===== src/rtl/reg_writeback_arbiter.sv =====
// Purpose: single write-port front end for the register file; merges the main
//          pipeline writeback with queued M-unit results and tracks busy M-unit
//          destinations so decode can stall on HAZARD.
// Latency: one cycle from the winning source to WB_*; a queued M-unit result is
//          written no earlier than two edges after acceptance (no bypass).
// Backpressure: MD_READY drops when the result queue is full (count only, so a
//          full queue refuses a push even in a cycle where it pops); the
//          pipeline always wins and never stalls.
//
// Ports:
//   CLK, RESET                     clock, synchronous active-high reset
//   PIPE_VALID/ADDRESS/DATA        main pipeline writeback request
//   MD_VALID/READY/ADDRESS/DATA    M-unit result handshake into the queue
//   ISSUE_VALID/ADDRESS            M-unit op issue, marks destination busy
//   CHECK1_ADDRESS/CHECK2_ADDRESS  decode source registers
//   HAZARD                         either checked register is busy
//   WB_DATA/WB_ADDRESS/WB_WRITE    registered register-file write port
//   Q_COUNT                        number of queued M-unit results
module reg_writeback_arbiter #(
    parameter int DATA_W = 32,
    parameter int ADDR_W = 5,
    parameter int QDEPTH = 2
) (
    input  logic                     CLK,
    input  logic                     RESET,
    input  logic                     PIPE_VALID,
    input  logic [ADDR_W-1:0]        PIPE_ADDRESS,
    input  logic [DATA_W-1:0]        PIPE_DATA,
    input  logic                     MD_VALID,
    output logic                     MD_READY,
    input  logic [ADDR_W-1:0]        MD_ADDRESS,
    input  logic [DATA_W-1:0]        MD_DATA,
    input  logic                     ISSUE_VALID,
    input  logic [ADDR_W-1:0]        ISSUE_ADDRESS,
    input  logic [ADDR_W-1:0]        CHECK1_ADDRESS,
    input  logic [ADDR_W-1:0]        CHECK2_ADDRESS,
    output logic                     HAZARD,
    output logic [DATA_W-1:0]        WB_DATA,
    output logic [ADDR_W-1:0]        WB_ADDRESS,
    output logic                     WB_WRITE,
    output logic [$clog2(QDEPTH):0]  Q_COUNT
);

    localparam int PTR_W = $clog2(QDEPTH);
    localparam int CNT_W = PTR_W + 1;
    localparam int NREG  = 1 << ADDR_W;

    // Result queue storage (data path only, no reset needed)
    logic [DATA_W-1:0] data_mem_q [QDEPTH];
    logic [ADDR_W-1:0] addr_mem_q [QDEPTH];

    logic [PTR_W-1:0]  rd_ptr_q, rd_ptr_d;
    logic [PTR_W-1:0]  wr_ptr_q, wr_ptr_d;
    logic [CNT_W-1:0]  count_q, count_d;
    logic [NREG-1:0]   busy_q, busy_d;

    logic [DATA_W-1:0] wb_data_q, wb_data_d;
    logic [ADDR_W-1:0] wb_addr_q, wb_addr_d;
    logic              wb_write_q, wb_write_d;

    logic              push;
    logic              pop;
    logic [DATA_W-1:0] head_data;
    logic [ADDR_W-1:0] head_addr;

    assign head_data = data_mem_q[rd_ptr_q];
    assign head_addr = addr_mem_q[rd_ptr_q];

    // Readiness looks at the current count only, never at a same-cycle pop,
    // which keeps MD_READY free of any path from PIPE_VALID.
    assign MD_READY = !RESET && (count_q < CNT_W'(QDEPTH));
    assign push     = MD_VALID && MD_READY;
    // The pipeline owns the write port whenever it is valid; the queue only
    // drains in cycles the pipeline leaves idle.
    assign pop      = !RESET && !PIPE_VALID && (count_q != '0);

    always_comb begin
        rd_ptr_d = rd_ptr_q;
        wr_ptr_d = wr_ptr_q;
        count_d  = count_q;

        if (push) begin
            wr_ptr_d = wr_ptr_q + PTR_W'(1);
        end
        if (pop) begin
            rd_ptr_d = rd_ptr_q + PTR_W'(1);
        end

        case ({push, pop})
            2'b10:   count_d = count_q + CNT_W'(1);
            2'b01:   count_d = count_q - CNT_W'(1);
            default: count_d = count_q;
        endcase
    end

    // Busy scoreboard: clear on pop first so a same-cycle issue to the same
    // register leaves it busy (the new op is still outstanding).
    always_comb begin
        busy_d = busy_q;
        if (pop) begin
            busy_d[head_addr] = 1'b0;
        end
        if (ISSUE_VALID) begin
            busy_d[ISSUE_ADDRESS] = 1'b1;
        end
        busy_d[0] = 1'b0;
    end

    // Write-port arbitration. Data/address follow the selected source even for
    // x0 so only the write strobe is suppressed.
    always_comb begin
        wb_data_d  = wb_data_q;
        wb_addr_d  = wb_addr_q;
        wb_write_d = 1'b0;
        if (PIPE_VALID) begin
            wb_data_d  = PIPE_DATA;
            wb_addr_d  = PIPE_ADDRESS;
            wb_write_d = (PIPE_ADDRESS != '0);
        end else if (pop) begin
            wb_data_d  = head_data;
            wb_addr_d  = head_addr;
            wb_write_d = (head_addr != '0);
        end
    end

    always_ff @(posedge CLK) begin
        if (RESET) begin
            rd_ptr_q   <= '0;
            wr_ptr_q   <= '0;
            count_q    <= '0;
            busy_q     <= '0;
            wb_data_q  <= '0;
            wb_addr_q  <= '0;
            wb_write_q <= 1'b0;
        end else begin
            rd_ptr_q   <= rd_ptr_d;
            wr_ptr_q   <= wr_ptr_d;
            count_q    <= count_d;
            busy_q     <= busy_d;
            wb_data_q  <= wb_data_d;
            wb_addr_q  <= wb_addr_d;
            wb_write_q <= wb_write_d;
        end
    end

    always_ff @(posedge CLK) begin
        if (push) begin
            data_mem_q[wr_ptr_q] <= MD_DATA;
            addr_mem_q[wr_ptr_q] <= MD_ADDRESS;
        end
    end

    assign HAZARD     = busy_q[CHECK1_ADDRESS] | busy_q[CHECK2_ADDRESS];
    assign WB_DATA    = wb_data_q;
    assign WB_ADDRESS = wb_addr_q;
    assign WB_WRITE   = wb_write_q;
    assign Q_COUNT    = count_q;

endmodule

===== config.mk =====
export PLATFORM = sky130hd
export DESIGN_NAME = reg_writeback_arbiter
export DESIGN_NICKNAME = d
export VERILOG_FILES = /design/src/rtl/reg_writeback_arbiter.sv
export SDC_FILE = /design/constraint.sdc
export NUM_CORES = 1
export LEC_CHECK = 0
export CORE_ASPECT_RATIO = 0.5
export CORE_MARGIN = 2
export CORE_UTILIZATION = 40
export CTS_CLUSTER_SIZE = 25
export DETAILED_ROUTE_END_ITERATION = 6
export GPL_ROUTABILITY_DRIVEN = 0
export PLACE_DENSITY = 0.75
export REMOVE_ABC_BUFFERS = 1
export SKIP_CTS_REPAIR_TIMING = 1
export SYNTH_ARGS = -nofsm -noshare
export SYNTH_HDL_FRONTEND = slang
export SYNTH_SLANG_ARGS = --single-unit

===== constraint.sdc =====
create_clock -name CLK -period 4.6 [get_ports CLK]
set_input_delay 0.69 -clock CLK [delete_from_list [all_inputs] [get_ports CLK]]
set_output_delay 0.69 -clock CLK [all_outputs]
set_load 0.01 [all_outputs]

==> impl_metrics.tcl <==
set metrics [dict create \
    slowest_delay_ns 0.66 \
    rrSetupSlack_ns 2.03 \
    rr_worst_depth 6 \
    netlist_instances 561 \
    synthArstFlopShare 0 \
    track_usage 0.185 \
    hold_ws_ns 0.501 \
    grt_max_degree 76 \
    yosys_register_bits 148 \
    ir_worst_vdd_mv 0.168 \
    die_x_microns 182 \
    place_hpwl_mm 10.4 \
    clock_latency_ns 0.41 \
    synth_warnings 0 \
    top_layer "met4" \
    finalCriticalPeriod_ns 3.68 \
    wl_met1_mm 6.63 \
    fmax_ghz 0.272 \
    dp_cells 867 \
    post-place-ws_ns 0.934 \
    coreArea_sq_um 15500 \
    initial_core_util 0.410 \
    syn_to_final_growth_pct 32.7 \
    synth_fa_ha_area_frac 0.00197 \
    critPathMostFrequentCell "clkdlybuf4s50_1" \
    grt_pass1_wl_mm 24.4 \
    cp.arrival_ns 2.99 \
    seq_area_frac_synth 0.584 \
    htree_levels 4 \
    synth_xor_area_frac 0.00552 \
    cp-start-kind "input pin" \
    num-nets-final 777 \
    synth_top_family_by_area "compound AO/OA/AOI/OAI gates" \
    drtIter0Drc 355 \
    portBuffers 135 \
    yosys.area_share.simple 0.113 \
    tightest_slew_ns 1.17 \
    overflow 0 \
    final.setup.worst_slack_ns 0.923 \
    final_max_slew_viol_count 0 \
    finalWirelength_mm 15.3 \
    setup_viol 0 \
    layout_worst_path_cycle_share 0.799 \
    rows 32 \
    hold_path_class "reg -> reg" \
    wl_met3_microns 739 \
    synth_edf_count 74 \
    cts_buffers 17 \
    path_class "in -> out" \
    routedWlPerCell_microns 17.0 \
    whs_path_depth 2 \
    cts.reportedPaths.clkPinSlew_ns 0.06 \
    antenna_left 0 \
    startpoint "CHECK2_ADDRESS[2]" \
    critPathTopFamily "buffers and inverters" \
    synth_area_leaders "edfxtp_1, dfxtp_1, mux2i_1" \
    maxCapViolations 0 \
    end_kind "output port" \
    holdCritStartpoint "busy_q[4]" \
    vias 4802 \
    status "completed" \
    clkSinkCount 148 \
    die_h_microns 93.0 \
    viasPerCell 5.34 \
    synth_cell_types 41 \
    p_leak_nw 2.87 \
    die_area_sq_um 16900 \
    antenna_found_initial 0 \
    detail_route.first_pass.iterations 5 \
    fin_skew_ns 0.0144 \
    crit_fanout 8 \
    clockBufferDepth 2 \
    synth_top_area_frac 0.350 \
    wl_met2_mm 7.76 \
    rr_endpoint "busy_q[8]" \
    p_per_area_nw_per_um2 393 \
    avgSynthCellArea_sq_um 11.3 \
    tns_ns 0 \
    syn-cell-area_sq_um 6340 \
    root_buffer "clkbuf_16" \
    cts_tree "done" \
    hold_viol_final 0 \
    synth_compound_area_frac 0.141 \
    whs_endpoint "busy_q[4]" \
    crit_buf_inv 2 \
    synth.largest_area_cell "edfxtp_1" \
    antennaDiodeCount 0 \
    ios 136 \
    slew_headroom 0.219 \
    first_global_vias 4756 \
    drc 0 \
    crit_chain "clkdlybuf4s50_1, mux4_2, mux2_2, a31oi_1, o2111ai_1, clkdlybuf4s50_1" \
    layout-drive-gt1-share 0.0806 \
    stdcell_count 899 \
    slowest_stage "clkdlybuf4s50_1" \
    yosys_most_used_dff "edfxtp_1" \
    worstPathRequired_ns 3.91 \
    rsz0062_at_grt "no" \
    synthMuxAreaShare 0.125 \
]
-- power breakdown --
group / switching, W / total [W] / internal (W)
Clock: 0.000531 / 0.00141 / 0.000878
Sequential: 0.0000381 / 0.00149 / 0.00145
Combinational: 0.000198 / 0.000409 / 0.000211
Total: 0.000767 / 0.00331 / 0.00254
-- routing by layer --
| metal | GRT usage | vias to the layer above |
|---|---|---|
| li1 | - | 2313 |
| met1 | 0.228 | 2346 |
| met5 | 0 | - |
| met2 | 0.331 | 131 |
| met3 | 0.0393 | 12 |
| met4 | 0.0551 | 0 |
-- worst register-to-register path: cells and delay by family, from the launching register on --
family                 cells  cell delay [ns]
AND/OR/NAND/NOR            2             0.40
flip-flops                 1             0.67
buffers and inverters      1             0.49
AO/OA/AOI/OAI              2             0.41
multiplexers               1             0.44
-- registers in the layout, summed over array words and instances (netlist names), named ones only --
name        cells
wr_ptr_q        1
rd_ptr_q        1
WB_DATA        32
WB_WRITE        1
busy_q         31
addr_mem_q     10
Q_COUNT         2
WB_ADDRESS      5
data_mem_q     64
-- worst max path at each step --
stage	slack, ns	to	depth (start not counted)
2_1_floorplan	1.20	Q_COUNT[1]	5
3_3_place_gp	0.99	HAZARD	6
3_5_place_dp	0.93	HAZARD	6
4_1_cts	0.93	HAZARD	6
5_1_grt	0.81	HAZARD	7
6_report	0.92	HAZARD	6
-- area by class of cell --
cell class                      instances  area [sq um]
Tap cell                              204           255
Multi-Input combinational cell        375          2470
Sequential cell                       148          3700
Clock inverter                          8          80.1
Clock buffer                           24           536
Inverter                                1          3.75
Fill cell                            1343          7040
Timing Repair Buffer                  139          1370
-- logic make-up after synthesis --
group	Yosys count
adder cells (fa/ha/maj)	1
multiplexers	59
AND/OR/NAND/NOR	164
AO/OA/AOI/OAI	147
XOR/XNOR	4
buffers and inverters	38
flip-flops	148
-- placed cells by master, fill, tap and decap left out, types with 2 or more instances in the layout --
cell and count:
o21ai_0 33, edfxtp_1 74, or3_1 2, inv_4 3, and3_1 2, dfxtp_1 73
nor2b_1 3, a211o_1 36, a21oi_1 70, nand3_1 8, buf_4 4, mux2i_1 39
mux4_2 8, nand3b_1 3, or4_1 2, nor2_1 50, mux4_1 6, buf_2 2
inv_6 3, nand2_1 79, clkbuf_16 20, clkbuf_1 2, mux2_2 6, clkbuf_8 2
nor2_4 2, xor2_1 3, nor3b_1 5, and3b_1 4, clkdlybuf4s50_1 133
-- metrics by stage --
stage / instance area, sq um / total power (W) / util
finish: 8420 / 0.00331 / 0.545
global placement: 7800 / 0.00192 / 0.505
CTS: 8420 / 0.00334 / 0.545
detailed placement: 7800 / 0.00193 / 0.505
floorplan: 6160 / 0.00171 / -
global route: 8420 / 0.00344 / 0.545
-- synthesized netlist by cell type, types with 4 or more instances --
cell type / instances
o21ai_0: 33
buf_2: 11
mux4_2: 8
a21oi_1: 70
nor3b_1: 5
mux2i_1: 39
nand3_1: 8
clkbuf_1: 17
nand2_1: 79
dfxtp_1: 74
mux4_1: 6
nor2_1: 51
and3b_1: 4
a211o_1: 36
edfxtp_1: 74
mux2_2: 6
(Power assumes the default switching activity.)
